### src/rtl/calc_key_sequencer.sv
// -----------------------------------------------------------------------------
// calc_key_sequencer
//
// Purpose:
//   Sits between the IR remote key decoder and the 7-segment BCD decoders of a
//   two-operand calculator. It turns key strobes into single key events, builds
//   the signed 2-digit operands A and B and the operator, computes the signed
//   result in a one-cycle CALC state, and holds everything for display.
//
// Ports:
//   CLOCK_50   in   1  system clock (50 MHz)
//   RESET_N    in   1  asynchronous active-low reset
//   KEY_VALID  in   1  "key received" level from the decoder (may stay high)
//   KEY_CODE   in   8  decoded key code, stable while KEY_VALID is high
//   A          out  8  operand A magnitude, 0..99
//   SIGN_A     out  1  1 = A negative
//   B          out  8  operand B magnitude, 0..99
//   SIGN_B     out  1  1 = B negative
//   OP         out  1  0 = add, 1 = subtract
//   RES        out  8  result magnitude, 0..198
//   SIGN_R     out  1  1 = result negative
//   RES_VALID  out  1  result on display is valid
//   STATE      out  2  0 ENTRY_A, 1 ENTRY_B, 2 CALC, 3 SHOW
// -----------------------------------------------------------------------------
module calc_key_sequencer #(
  parameter logic [7:0] KEY_SIGN  = 8'h0C,
  parameter logic [7:0] KEY_PLUS  = 8'h1A,
  parameter logic [7:0] KEY_MINUS = 8'h1E,
  parameter logic [7:0] KEY_ENTER = 8'h16,
  parameter logic [7:0] KEY_CLEAR = 8'h12
) (
  input  logic       CLOCK_50,
  input  logic       RESET_N,
  input  logic       KEY_VALID,
  input  logic [7:0] KEY_CODE,
  output logic [7:0] A,
  output logic       SIGN_A,
  output logic [7:0] B,
  output logic       SIGN_B,
  output logic       OP,
  output logic [7:0] RES,
  output logic       SIGN_R,
  output logic       RES_VALID,
  output logic [1:0] STATE
);

  typedef enum logic [1:0] {
    ENTRY_A = 2'd0,
    ENTRY_B = 2'd1,
    CALC    = 2'd2,
    SHOW    = 2'd3
  } state_t;

  state_t     state_q, state_d;
  logic       kv_q, kv_d;
  logic [7:0] a_q, a_d;
  logic       sign_a_q, sign_a_d;
  logic [7:0] b_q, b_d;
  logic       sign_b_q, sign_b_d;
  logic       op_q, op_d;
  logic [7:0] res_q, res_d;
  logic       sign_r_q, sign_r_d;
  logic       res_valid_q, res_valid_d;
  logic [1:0] cnt_a_q, cnt_a_d;
  logic [1:0] cnt_b_q, cnt_b_d;

  logic       key_ev;
  logic       is_digit;
  logic [8:0] calc_out;

  // Shift one decimal digit into an operand. Only called while fewer than two
  // digits have been entered, so acc <= 9 and the result stays <= 99.
  function automatic logic [7:0] digit_append(input logic [7:0] acc,
                                              input logic [3:0] d);
    digit_append = acc * 8'd10 + {4'd0, d};
  endfunction

  // Signed add/subtract on sign-magnitude operands. Returns {sign, magnitude}.
  // Subtraction is folded into B's effective sign; zero is never negative.
  function automatic logic [8:0] calc_result(input logic [7:0] a,
                                             input logic       sa,
                                             input logic [7:0] b,
                                             input logic       sb_raw,
                                             input logic       op);
    logic       sb;
    logic [7:0] mag;
    logic       sgn;
    sb = sb_raw ^ op;
    if (sa == sb) begin
      mag = a + b;
      sgn = sa;
    end else if (a >= b) begin
      mag = a - b;
      sgn = sa;
    end else begin
      mag = b - a;
      sgn = sb;
    end
    if (mag == 8'd0) begin
      sgn = 1'b0;
    end
    calc_result = {sgn, mag};
  endfunction

  // One event per KEY_VALID high period: rising edge against last cycle's level.
  assign key_ev   = KEY_VALID & ~kv_q;
  assign is_digit = (KEY_CODE < 8'd10);
  assign calc_out = calc_result(a_q, sign_a_q, b_q, sign_b_q, op_q);
  assign kv_d     = KEY_VALID;

  always_comb begin
    state_d     = state_q;
    a_d         = a_q;
    sign_a_d    = sign_a_q;
    b_d         = b_q;
    sign_b_d    = sign_b_q;
    op_d        = op_q;
    res_d       = res_q;
    sign_r_d    = sign_r_q;
    res_valid_d = res_valid_q;
    cnt_a_d     = cnt_a_q;
    cnt_b_d     = cnt_b_q;

    if (key_ev && (KEY_CODE == KEY_CLEAR)) begin
      // CLEAR wins in every state, including the CALC cycle.
      state_d     = ENTRY_A;
      a_d         = 8'd0;
      sign_a_d    = 1'b0;
      b_d         = 8'd0;
      sign_b_d    = 1'b0;
      op_d        = 1'b0;
      res_d       = 8'd0;
      sign_r_d    = 1'b0;
      res_valid_d = 1'b0;
      cnt_a_d     = 2'd0;
      cnt_b_d     = 2'd0;
    end else begin
      unique case (state_q)
        ENTRY_A: begin
          if (key_ev) begin
            if (is_digit) begin
              if (cnt_a_q < 2'd2) begin
                a_d     = digit_append(a_q, KEY_CODE[3:0]);
                cnt_a_d = cnt_a_q + 2'd1;
              end
            end else if (KEY_CODE == KEY_SIGN) begin
              sign_a_d = ~sign_a_q;
            end else if (KEY_CODE == KEY_PLUS) begin
              op_d    = 1'b0;
              state_d = ENTRY_B;
            end else if (KEY_CODE == KEY_MINUS) begin
              op_d    = 1'b1;
              state_d = ENTRY_B;
            end
          end
        end

        ENTRY_B: begin
          if (key_ev) begin
            if (is_digit) begin
              if (cnt_b_q < 2'd2) begin
                b_d     = digit_append(b_q, KEY_CODE[3:0]);
                cnt_b_d = cnt_b_q + 2'd1;
              end
            end else if (KEY_CODE == KEY_SIGN) begin
              sign_b_d = ~sign_b_q;
            end else if (KEY_CODE == KEY_PLUS) begin
              op_d = 1'b0;
            end else if (KEY_CODE == KEY_MINUS) begin
              op_d = 1'b1;
            end else if (KEY_CODE == KEY_ENTER) begin
              state_d = CALC;
            end
          end
        end

        CALC: begin
          // Any non-CLEAR event landing here is swallowed.
          sign_r_d    = calc_out[8];
          res_d       = calc_out[7:0];
          res_valid_d = 1'b1;
          state_d     = SHOW;
        end

        SHOW: begin
          // A digit starts a fresh calculation with that digit as A's first.
          if (key_ev && is_digit) begin
            state_d     = ENTRY_A;
            a_d         = {4'd0, KEY_CODE[3:0]};
            cnt_a_d     = 2'd1;
            sign_a_d    = 1'b0;
            b_d         = 8'd0;
            sign_b_d    = 1'b0;
            cnt_b_d     = 2'd0;
            op_d        = 1'b0;
            res_d       = 8'd0;
            sign_r_d    = 1'b0;
            res_valid_d = 1'b0;
          end
        end

        default: state_d = ENTRY_A;
      endcase
    end
  end

  always_ff @(posedge CLOCK_50 or negedge RESET_N) begin
    if (!RESET_N) begin
      state_q     <= ENTRY_A;
      kv_q        <= 1'b0;
      a_q         <= 8'd0;
      sign_a_q    <= 1'b0;
      b_q         <= 8'd0;
      sign_b_q    <= 1'b0;
      op_q        <= 1'b0;
      res_q       <= 8'd0;
      sign_r_q    <= 1'b0;
      res_valid_q <= 1'b0;
      cnt_a_q     <= 2'd0;
      cnt_b_q     <= 2'd0;
    end else begin
      state_q     <= state_d;
      kv_q        <= kv_d;
      a_q         <= a_d;
      sign_a_q    <= sign_a_d;
      b_q         <= b_d;
      sign_b_q    <= sign_b_d;
      op_q        <= op_d;
      res_q       <= res_d;
      sign_r_q    <= sign_r_d;
      res_valid_q <= res_valid_d;
      cnt_a_q     <= cnt_a_d;
      cnt_b_q     <= cnt_b_d;
    end
  end

  assign A         = a_q;
  assign SIGN_A    = sign_a_q;
  assign B         = b_q;
  assign SIGN_B    = sign_b_q;
  assign OP        = op_q;
  assign RES       = res_q;
  assign SIGN_R    = sign_r_q;
  assign RES_VALID = res_valid_q;
  assign STATE     = state_q;

endmodule

### config.mk
export PLATFORM = sky130hd
export DESIGN_NAME = calc_key_sequencer
export DESIGN_NICKNAME = d
export VERILOG_FILES = /design/src/rtl/calc_key_sequencer.sv
export SDC_FILE = /design/constraint.sdc
export NUM_CORES = 1
export LEC_CHECK = 0
export BUFFER_PORTS_ARGS = -buffer_cell sky130_fd_sc_hd__buf_2
export CAP_MARGIN = 20
export CELL_PAD_IN_SITES_DETAIL_PLACEMENT = 0
export CELL_PAD_IN_SITES_GLOBAL_PLACEMENT = 1
export CORE_UTILIZATION = 40
export DETAILED_ROUTE_END_ITERATION = 6
export PLACE_DENSITY_LB_ADDON = 0.3
export SYNTH_ARGS = -nofsm -noshare
export SYNTH_HDL_FRONTEND = slang
export SYNTH_SLANG_ARGS = --single-unit
### constraint.sdc
create_clock -name CLOCK_50 -period 3.1 [get_ports CLOCK_50]
set_input_delay 0.155 -clock CLOCK_50 [delete_from_list [all_inputs] [get_ports CLOCK_50]]
set_output_delay 0.155 -clock CLOCK_50 [all_outputs]
set_load 0.05 [all_outputs]
* Word level (Yosys, flattened, before mapping)
Index checks and enable logic that the tools add are counted.
Word-level totals: output and inout port bits 31, register bits after elaboration 36
Cells by class: reduce and logical (&&, ||, !) cells 16, bitwise operators 5, multiplexer cells 66, $add $sub $neg 7, $mul 2, order comparisons 4, equality and inequality tests 30
Operator list (number):
- $mux W8 | 13
- $ne A3 B3 Y1 const B | 17
- $pmux W8 S2 | 3
- $mux W2 | 22
- $eq A8 B5 Y1 const B | 4
- $mux W1 | 20
- $reduce_and A5 Y1 | 4
- $add A8 B4 Y8 | 2
- $mul A8 B3 Y7 const B | 2
- $sub A8 B8 Y8 | 2
- $reduce_bool A3 Y1 | 4
- $reduce_and A11 Y1 | 1
- $pmux W1 S2 | 5
- $add A8 B8 Y8 | 1
- $eq A8 B4 Y1 const B | 1
- $ge A8 B8 Y1 | 1
- $logic_not A8 Y1 | 1
- $lt A8 B4 Y1 const B | 1
- $pmux W2 S2 | 2
- $pmux W2 S4 | 1
- $reduce_and A6 Y1 | 1
- $add A2 B1 Y2 const B | 2
- $eq A2 B2 Y1 const B | 2
- $lt A2 B2 Y1 const B | 2
- 13 further kinds | 16

* Longest topological paths before layout
depth in word-level cells 9, depth in mapped cells 11, depth with buffers taken out 11

* Worst setup path after synthesis
Ideal clock, no wire load.
path type register to register, from register b_q[1] (netlist: B[1]), to register sign_r_q (netlist: SIGN_R), stages on the path, launching flop included 10, data arrival time 2865 ps, library setup time 131 ps, period minus slack after synthesis 2997 ps, path buffers 0, path slack 103 ps, cells stage by stage dfrtp_1 -> inv_1 -> fa_1 -> and3_1 -> o31a_1 -> a2111oi_0 -> nor3_1 -> nor4_1 -> and4b_1 -> a31oi_1
On the way: longest elaborated chain between the ends 7, elaborated cells between the ends (all ways) 12
Ends and longest elaborated chain:
- from (decl) | RTL line 58 | logic [7:0] b_q, b_d;
- from (signal assigned) | RTL line 213 | b_q <= 8'd0;
- from (signal assigned) | RTL line 226 | b_q <= b_d;
- $sub A8 B8 Y8 (tied with other cells) | RTL line 96 | mag = b - a;
- $mux W8 | RTL line 92 | end else if (a >= b) begin
- $mux W8 | RTL line 89 | if (sa == sb) begin
- $logic_not A8 Y1 | RTL line 99 | if (mag == 8'd0) begin
- $mux W1 * | RTL line 99
- $pmux W1 S2 * | RTL line 138 | unique case (state_q)
- $mux W1 * | RTL line 124 | if (key_ev && (KEY_CODE == KEY_CLEAR)) begin
- to (signal assigned) | RTL line 230 | sign_r_q <= sign_r_d;
- to (decl) | RTL line 62 | logic sign_r_q, sign_r_d;
Every way passes the cells marked *; elsewhere a longest branch is shown, timed or not. A chain may end at the register's enable or synchronous reset.

* Final worst setup path
from register a_q[1] (netlist: A[1]), to register sign_r_q (netlist: SIGN_R)
On the way: longest elaborated chain between the ends 7, elaborated cells between the ends (all ways) 12
Ends and longest elaborated chain:
- from (decl) | RTL line 56 | logic [7:0] a_q, a_d;
- from (signal assigned) | RTL line 211 | a_q <= 8'd0;
- from (signal assigned) | RTL line 224 | a_q <= a_d;
- $sub A8 B8 Y8 (tied with other cells) | RTL line 96
- $mux W8 | RTL line 92
- $mux W8 | RTL line 89
- $logic_not A8 Y1 | RTL line 99
- $mux W1 * | RTL line 99
- $pmux W1 S2 * | RTL line 138
- $mux W1 * | RTL line 124
Marks and branches as above.

==> metrics.yaml <==
outcome: "finished with violations"
violations: "negative hold slack"
synthArstFlopShare_pct: 100
max_stage_delay_ns: 0.58
vias_per_cell: 5.58
crit_buf_inv: 1
crit_family: "simple AND/OR/NAND/NOR gates"
fp.dieH_um: 94.5
clock_latency_ns: 0.30
yosys.area.top_type: "dfrtp_1"
cp_cell_sequence: "inv_1, ha_1, and4_4, o31a_1, a2111oi_1, nor3_1, nor4_1, and4b_1, a31oi_1"
arrival_ns: 3.01
grt_first_pass_wirelength_um: 14900
synth_cell_types: 66
clockRootBuffer: "clkbuf_8"
worst_pin_slew_ns: 0.892
period_needed_ns: 2.83
clock.fmax_ghz: 0.353
wire_per_inst_um: 16.9
antenna_found_initial: 0
fin_skew_ns: 0.00626
syn_avg_cell_area_um2: 9.04
path_max_fanout: 8
fin_crit_sh_pct: 91.5
drc_errors: 0
numCtsBuffers: 5
synth_cells: 379
vias: 2982
ys_ff_latch: 36
die_w_um: 94.5
fillers: 834
design.portCount: 42
rows: 33
yosysWarnings: 0
ys_seq_area_share_pct: 26.3
dieArea_um2: 8940
clockBufferDepth: 2
finalSetupViolCount: 0
wirelength_um: 9020
syn_nets: 443
htreeDepth: 2
yosys-top-cells-area: "dfrtp_1, ha_1, o21ai_0"
hold_violations: 36
postCtsSetupBuffers: 0
core_area_um2: 8260
rsz0062_at_grt: "false"
hold_class: "primary input to asynchronous set/reset pin"
initial_core_util_pct: 41.5
firstDrtPassIters: 4
register_area_um2: 902
multi_input_area_um2: 2340
grt_max_degree: 37
clock_sinks: 36
crit_required_ns: 3.27
first_iter_violations: 150
synth_top_area_share_pct: 26.3
maxSlewHeadroom_pct: 40.6
portBuffers: 41
clk_pin_slew_worst_paths_ns: 0.09
drive_gt1_share_pct: 17.5
gp_congestion: 0.867
finalSetupTns_ns: 0
postRouteAntennaNets: 0
synth_edf_count: 0
ys.flop_type: "dfrtp_1"
dp_hpwl_um: 7060
cpMaxStageDelayCell: "dfrtp_1"
slew_viol_final: 0
syn2layout_area_growth_pct: 13.3
cts_tree: "yes"
antenna_cells: 0
nNetsFinal: 492
track_usage_pct: 21.5
crit_type: "register to register"
startpoint_type: "register"
grt_pass1_vias: 2891
grt_overflow: 0
crit_path_end_kind: "register"
max-cap-violations: 0
timing.hold.ws_ns: -0.0250
netlist_area_um2: 3430
[Yosys cell counts (4+ instances only)]
cell and n:
xor2_1 7, inv_1 30, o211ai_1 8, a21oi_1 22, o21ai_1 4, nand2_1 27
a21o_1 10, a31oi_1 6, xnor2_1 16, nand2b_1 4, clkbuf_1 4, nor3_1 5
nor2_1 13, o21ai_0 35, ha_1 46, a32o_1 5, fa_1 7, nand3_1 17
nor2b_1 7, dfrtp_1 36
[cells by family after synthesis]
logic type      synth area share [%]
flops                           26.3
mux                             1.24
buf+inv                         5.37
fa+ha+maj                       20.9
xor+xnor                        6.57
compound gates                  23.1
simple gates                    16.5
[metrics by stage]
step	std cells	hold WS, ns	setup slack (ns)	util (%)	instance area, um2
floorplan	379	-0.141	0.103	-	3430
global placement	525	0.293	0.315	45.8	3780
detailed placement	525	0.302	0.240	45.8	3780
CTS	534	0.0119	0.236	47.0	3880
global route	534	0.0366	0.0572	47.0	3880
finish	534	-0.0250	0.265	47.0	3880
[layer usage]
layer  share of wire [%]  global-route usage (%)
met3                 4.0                    3.54
met5                   0                       0
met1                  49                    30.8
met4                 1.2                    4.80
met2                  45                    33.9
[worst paths after layout]
kind / startpoint / slack (ns) / endpoint / cells past startpoint
worst max-delay path: A[1]$_DFFE_PN0P_ / 0.27 / SIGN_R$_DFFE_PN0P_ / 9
worst min-delay path: RESET_N / -0.03 / RES[7]$_DFFE_PN0P_ / 1
worst max register to register: A[1]$_DFFE_PN0P_ / 0.27 / SIGN_R$_DFFE_PN0P_ / 9
worst min register to register: RES[6]$_DFFE_PN0P_ / 0.48 / RES[6]$_DFFE_PN0P_ / 2
max in group asynchronous: RESET_N / 2.51 / B[0]$_DFFE_PN0P_ / 1
min in group CLOCK_50: KEY_CODE[0] / 0.18 / A[0]$_DFFE_PN0P_ / 3
[registers in the layout, indices dropped and copies added, names as in the netlist]
signal / cells
A: 8
B: 8
OP: 1
RES: 8
RES_VALID: 1
SIGN_A: 1
SIGN_B: 1
SIGN_R: 1
STATE: 2
cnt_a_q: 2
cnt_b_q: 2
kv_q: 1
[cell type report]
type / instances / share of cell area, %
multi-input cells: 301 / 60.3
flip-flops and latches: 36 / 23.2
repair buffers: 54 / 7.87
well taps: 105 / 3.38
inverters: 30 / 2.90
clock buffers: 5 / 1.77
clock inverters: 3 / 0.484
[cells in the final DEF (no fill, tap or decap), types with 4 or more instances in the layout]
| master | n |
|---|---|
| ha_1 | 46 |
| buf_2 | 41 |
| dfrtp_1 | 35 |
| o21ai_0 | 35 |
| inv_1 | 30 |
| nand2_1 | 27 |
| a21oi_1 | 22 |
| nand3_1 | 17 |
| xnor2_1 | 16 |
| nor2_1 | 13 |
| buf_4 | 12 |
| a21o_1 | 10 |
| o211ai_1 | 8 |
| nor2b_1 | 7 |
| xor2_1 | 7 |
| fa_1 | 7 |
| a31oi_1 | 6 |
| nor3_1 | 5 |
| a32o_1 | 5 |
| clkbuf_8 | 5 |
| nand2b_1 | 4 |
| o21ai_1 | 4 |
[repair_timing]
action,CTS,global route
hold buffers,1,0
gates resized for setup,0,2
setup endpoints to repair,0,1
endpoints found under the hold margin,1,0
[worst register-to-register path, stage by stage (launching register included)]
cell       delay (ns)
dfrtp_1          0.58
inv_1            0.20
ha_1             0.38
and4_4           0.22
o31a_1           0.38
a2111oi_1        0.30
nor3_1           0.12
nor4_1           0.24
and4b_1          0.22
a31oi_1          0.08
Power is not shown: default switching activity piles up to over one toggle a cycle in this logic, so the estimate is an artifact.
